File: config.mk
export PLATFORM = sky130hd
export DESIGN_NAME = pet_ce_gen
export DESIGN_NICKNAME = d
export VERILOG_FILES = /design/src/rtl/pet_clk_pkg.sv /design/src/rtl/pet_ce_chan.sv /design/src/rtl/pet_ce_gen.sv
export SDC_FILE = /design/constraint.sdc
export NUM_CORES = 1
export LEC_CHECK = 0
export BUFFER_PORTS_ARGS = -buffer_cell sky130_fd_sc_hd__buf_2
export CAP_MARGIN = 10
export CORE_ASPECT_RATIO = 0.9
export CORE_MARGIN = 2
export CORE_UTILIZATION = 49
export CTS_CLUSTER_DIAMETER = 120
export DETAILED_ROUTE_END_ITERATION = 6
export HOLD_SLACK_MARGIN = 0.08
export MAX_ROUTING_LAYER = met4
export PLACE_DENSITY = 0.77
export SYNTH_ARGS = -nofsm -noshare
export SYNTH_HDL_FRONTEND = slang
export SYNTH_HIERARCHICAL = 1
export SYNTH_SLANG_ARGS = --single-unit
File: constraint.sdc
create_clock -name clk -period 1.95 [get_ports clk]
set_input_delay 0 -clock clk [delete_from_list [all_inputs] [get_ports clk]]
set_output_delay 0 -clock clk [all_outputs]
set_load 0.005 [all_outputs]
File: src/rtl/pet_clk_pkg.sv
// Clock-enable divisor constants and channel indices for the PET2001 core
// running from the 56 MHz system clock.
package pet_clk_pkg;

  localparam int CE_NUM_CH   = 5;
  localparam int CE_DIV_W    = 8;

  // Divisors are period-1 at 56 MHz: 14 MHz, 7 MHz, 1 MHz and 500 kHz.
  localparam int CE_DIV_14M  = 3;
  localparam int CE_DIV_7M   = 7;
  localparam int CE_DIV_1M   = 55;
  localparam int CE_DIV_500K = 111;

  localparam int CH_14M      = 0;
  localparam int CH_7M       = 1;
  localparam int CH_1M       = 2;
  localparam int CH_500K     = 3;
  localparam int CH_SPARE    = 4;

endpackage

File: src/rtl/pet_ce_chan.sv
// One clock-enable channel: free-running up-counter with a divisor latched
// at terminal count, producing positive-phase and mid-period strobes.
module pet_ce_chan
  import pet_clk_pkg::*;
#(
  parameter int DIV_W = CE_DIV_W
) (
  input  logic             clk,
  input  logic             reset,
  input  logic [DIV_W-1:0] div_in,
  input  logic             stop,
  input  logic             sync,
  output logic             ce_p,
  output logic             ce_n,
  output logic [DIV_W-1:0] div_act
);

  logic [DIV_W-1:0] r_cnt;
  logic [DIV_W-1:0] r_div;
  logic             r_ce_p;
  logic             r_ce_n;
  logic             w_term;
  logic [DIV_W:0]   w_mid;

  // Midpoint is formed one bit wider so an all-ones divisor cannot wrap.
  assign w_term = (r_cnt == r_div);
  assign w_mid  = ({1'b0, r_div} + (DIV_W+1)'(1)) >> 1;

  always_ff @(posedge clk or posedge reset) begin
    if (reset) begin
      r_cnt  <= '0;
      r_div  <= '0;
      r_ce_p <= 1'b0;
      r_ce_n <= 1'b0;
    end else if (stop) begin
      r_ce_p <= 1'b0;
      r_ce_n <= 1'b0;
    end else if (sync) begin
      r_cnt  <= '0;
      r_div  <= div_in;
      r_ce_p <= 1'b0;
      r_ce_n <= 1'b0;
    end else begin
      r_ce_p <= (r_cnt == '0);
      r_ce_n <= ({1'b0, r_cnt} == w_mid);
      if (w_term) begin
        r_cnt <= '0;
        r_div <= div_in;
      end else begin
        r_cnt <= r_cnt + DIV_W'(1);
      end
    end
  end

  assign ce_p    = r_ce_p;
  assign ce_n    = r_ce_n;
  assign div_act = r_div;

endmodule

File: src/rtl/pet_ce_gen.sv
// Multi-channel clock-enable generator: NUM_CH independent divider channels
// sharing a single phase-resync pulse.
module pet_ce_gen
  import pet_clk_pkg::*;
#(
  parameter int NUM_CH = CE_NUM_CH,
  parameter int DIV_W  = CE_DIV_W
) (
  input  logic                    clk,
  input  logic                    reset,
  input  logic [NUM_CH*DIV_W-1:0] div_in,
  input  logic [NUM_CH-1:0]       stop_mask,
  input  logic                    sync,
  output logic [NUM_CH-1:0]       ce_p,
  output logic [NUM_CH-1:0]       ce_n,
  output logic [NUM_CH*DIV_W-1:0] div_act
);

  for (genvar g = 0; g < NUM_CH; g++) begin : g_chan
    pet_ce_chan #(
      .DIV_W (DIV_W)
    ) u_chan (
      .clk     (clk),
      .reset   (reset),
      .div_in  (div_in[g*DIV_W +: DIV_W]),
      .stop    (stop_mask[g]),
      .sync    (sync),
      .ce_p    (ce_p[g]),
      .ce_n    (ce_n[g]),
      .div_act (div_act[g*DIV_W +: DIV_W])
    );
  end

endmodule

==> results.yml <==
hold_path:
  holdCritStartpoint: "sync"
  hold_class: "input pin to register"
  holdPathStages: 4
  hold_end: "g_chan[3].u_chan/ce_p"
logic_synthesis:
  synth_edf_count: 0
  yosys.area.top_type: "dfrtp_1"
  synth.most_common_cell: "dfrtp_1"
  syn_area_sq_mm: 0.00619
  syn_nets: 698
  synth-seq-cells: 90
  yosys_warnings: 6
  synthesis.instances: 635
  async_flop_share_pct: 100
  synthTopCellsByArea: "dfrtp_1 36%, xor2_1 9.2%, mux2_4 7.3%"
  syn_avg_cell_area_sq_um: 9.74
  synth_top_area_share_pct: 36.4
  synth-main-ff-cell: "dfrtp_1"
  synth_common_cells: "90 x dfrtp_1, 65 x xor2_1, 60 x nand2_1"
  synth_cell_types: 33
  yosysSeqAreaShare_pct: 36.4
critical_path:
  ff2ff_setup_slack_ns: -0.004
  cp_cell_sequence: "nand3_1 > nor3_2 > xor2_1 > a2111oi_1 > buf_4 > o211a_1"
  worstPathRequired_ns: 2.24
  crit_path_top_delay_cell: "dfrtp_1"
  reg2reg_depth: 6
  timing.rr.start: "g_chan[2].u_chan/div_act[3]"
  start_kind: "register"
  critical_path.top_delay_family: "compound AO/OA/AOI/OAI gates"
  cpPeakStageDelay_ns: 0.57
  path_buf_inv: 1
  crit_fanout: 9
  critPathKind: "register to register"
  worstPathArrival_ns: 2.24
  worst_setup_path_end_kind: "register"
  r2r_end: "g_chan[2].u_chan/ce_n"
layout:
  nFillCells: 955
  nets: 891
  layout-drive-gt1-share_pct: 32.2
  area_delta_synth_final_pct: 27.2
  final_cell_area_sq_mm: 0.00787
global_route:
  grt_overflow: 0
  grt_usage_pct: 25.2
  antenna_found_initial: 1
  grt_start_max_net_pins: 19
  grt_pass1_vias: 5523
  grt_pass1_wl_um: 26800
timing:
  clock_skew_ns: 0.00583
  drv_slew: 0
  max_freq_mhz: 512
  setup_viol: 1
  finalWorstSetupSlack_ns: -0.00383
  hold_viol_final: 0
  tightestPinTransition_ns: 0.728
  fin_crit_ns: 1.95
  slew_headroom_pct: 51.4
  period_share_pct: 100
  tns_ns: -0.00383
clocking:
  clock_sinks: 90
  cts_buffers: 9
  cts_root_buffer: "clkbuf_16"
  clockBufferDepth: 2
  worstSkewPairLatency_ns: 0.35
  htreeDepth: 3
  clk_pin_slew_worst_paths_ns: 0.06
  cts_tree: "yes"
drt:
  routed_wl_um: 16400
  antenna_left: 0
  dr.pass1.iters: 7
  drc_errors: 0
  wire_per_inst_um: 16.5
  vias_per_cell: 5.61
  vias: 5573
  drt_iter0_drc: 467
power_and_ir_drop:
  finalPower_mw: 6.15
  cellLeakagePower_nw: 3.85
  peakVddDrop_v: 0.000744
  p_per_area_mw_per_mm2: 781
placed_design:
  placed_cell_area_sq_mm: 0.00697
  dpl.hpwl_um: 11500
  io_buffers: 97
  gp_congestion: 1.00
status:
  violations: "negative setup slack"
  run_status: "complete, but fails checks"
floorplanning:
  chipWidth_um: 122
  core_sq_mm: 0.0122
  rows: 38
  die_h_um: 111
  io_pins: 98
  die_area_sq_mm: 0.0135
  initial_core_util_pct: 50.8
flow_run:
  drv_cap: 0
## power by group
| group | total, mW | leakage, nW | switching (mW) | internal (mW) |
|---|---|---|---|---|
| registers | 2.32 | 1.15 | 0.240 | 2.08 |
| clock network | 1.65 | 0.145 | 0.719 | 0.926 |
| logic | 2.18 | 2.56 | 1.11 | 1.07 |
| total | 6.15 | 3.85 | 2.07 | 4.08 |
## cells by family (layout without fill, tap and decap cells)
family	count (synthesis)	after routing	share of synthesized area, %
simple gates	240	240	19.8
xor+xnor	90	90	12.7
flops	90	90	36.4
compound gates	80	80	8.90
buf+inv	80	278	10.0
mux	40	40	9.10
fa+ha+maj	15	15	3.03
other cells	0	1	0
## cells in the final DEF (no fill, tap or decap), types with 11 or more instances in the layout
cell type,instances
nor2_1,50
nor3_1,14
nand4_1,15
inv_1,30
dfrtp_1,86
o21ai_0,20
dlygate4sd3_1,46
nand3_1,45
xnor2_1,25
buf_4,87
mux2_4,30
buf_2,97
xor2_1,65
nand2_1,60
ha_1,11
## state kept, by name, summed over array words and instances, names as in the netlist
register	flops
g_chan.u_chan/div_act	40
g_chan.u_chan/r_cnt	40
g_chan.u_chan/ce_n	5
g_chan.u_chan/ce_p	5
## per-layer routing
| metal | up-vias | share of wire [%] | track usage (%) |
|---|---|---|---|
| met5 | - | 0 | - |
| met4 | 0 | 2.0 | 6.51 |
| met3 | 36 | 7.1 | 6.15 |
| met2 | 249 | 49 | 40.7 |
| met1 | 2685 | 41 | 31.5 |
| li1 | 2603 | - | - |
## timing repair
item | 4_1_cts | 5_1_grt
hold buffers | 46 | 0
gates resized for setup | 2 | 19
setup endpoints to repair | 5 | 30
buffers inserted | 4 | 4
endpoints found under the hold margin | 148 | 0
pin swaps | 2 | 3
## tightest hold or removal path, delay by kind of cell
| kind | cells | cell delay (ns) |
|---|---|---|
| buf+inv | 1 | 0.35 |
| simple gates | 3 | 0.26 |
## per-stage QoR
stage	setup slack [ns]	utilization [%]	cells	hold WS (ns)
finish	-0.00383	64.7	994	0.309
global route	-0.0459	64.7	994	0.310
CTS	0.0225	63.9	989	0.273
detailed placement	-0.00808	57.3	923	0.231
global placement	-0.0715	57.3	923	0.213
floorplan	0.111	-	635	-0.0614
## cell type report
cell class                 count  area, sq um  share of cell area (%)
clock buffer                  11          253                    3.21
inverter                      30          113                    1.43
timing repair buffer         232         1640                    20.8
tap                          160          200                    2.54
clock inverter                 5         28.8                   0.366
sequential                    90         2260                    28.7
antenna                        1         2.50                  0.0318
multi-input combinational    465         3380                    42.9
## worst max path at each step
stage / to / slack, ns / depth (start not counted) / start
floorplan: g_chan[0].u_chan/div_act[0] / 0.11 / 7 / g_chan[0].u_chan/div_act[4]
global placement: g_chan[1].u_chan/ce_n / -0.07 / 7 / g_chan[1].u_chan/div_act[0]
detailed placement: g_chan[1].u_chan/ce_n / -0.008 / 7 / g_chan[1].u_chan/div_act[0]
CTS: g_chan[4].u_chan/div_act[5] / 0.02 / 5 / g_chan[4].u_chan/r_cnt[6]
global route: g_chan[2].u_chan/ce_n / -0.05 / 6 / g_chan[2].u_chan/div_act[3]
finish: g_chan[2].u_chan/ce_n / -0.004 / 6 / g_chan[2].u_chan/div_act[3]
No activity file was read; power rests on OpenSTA's default activity.
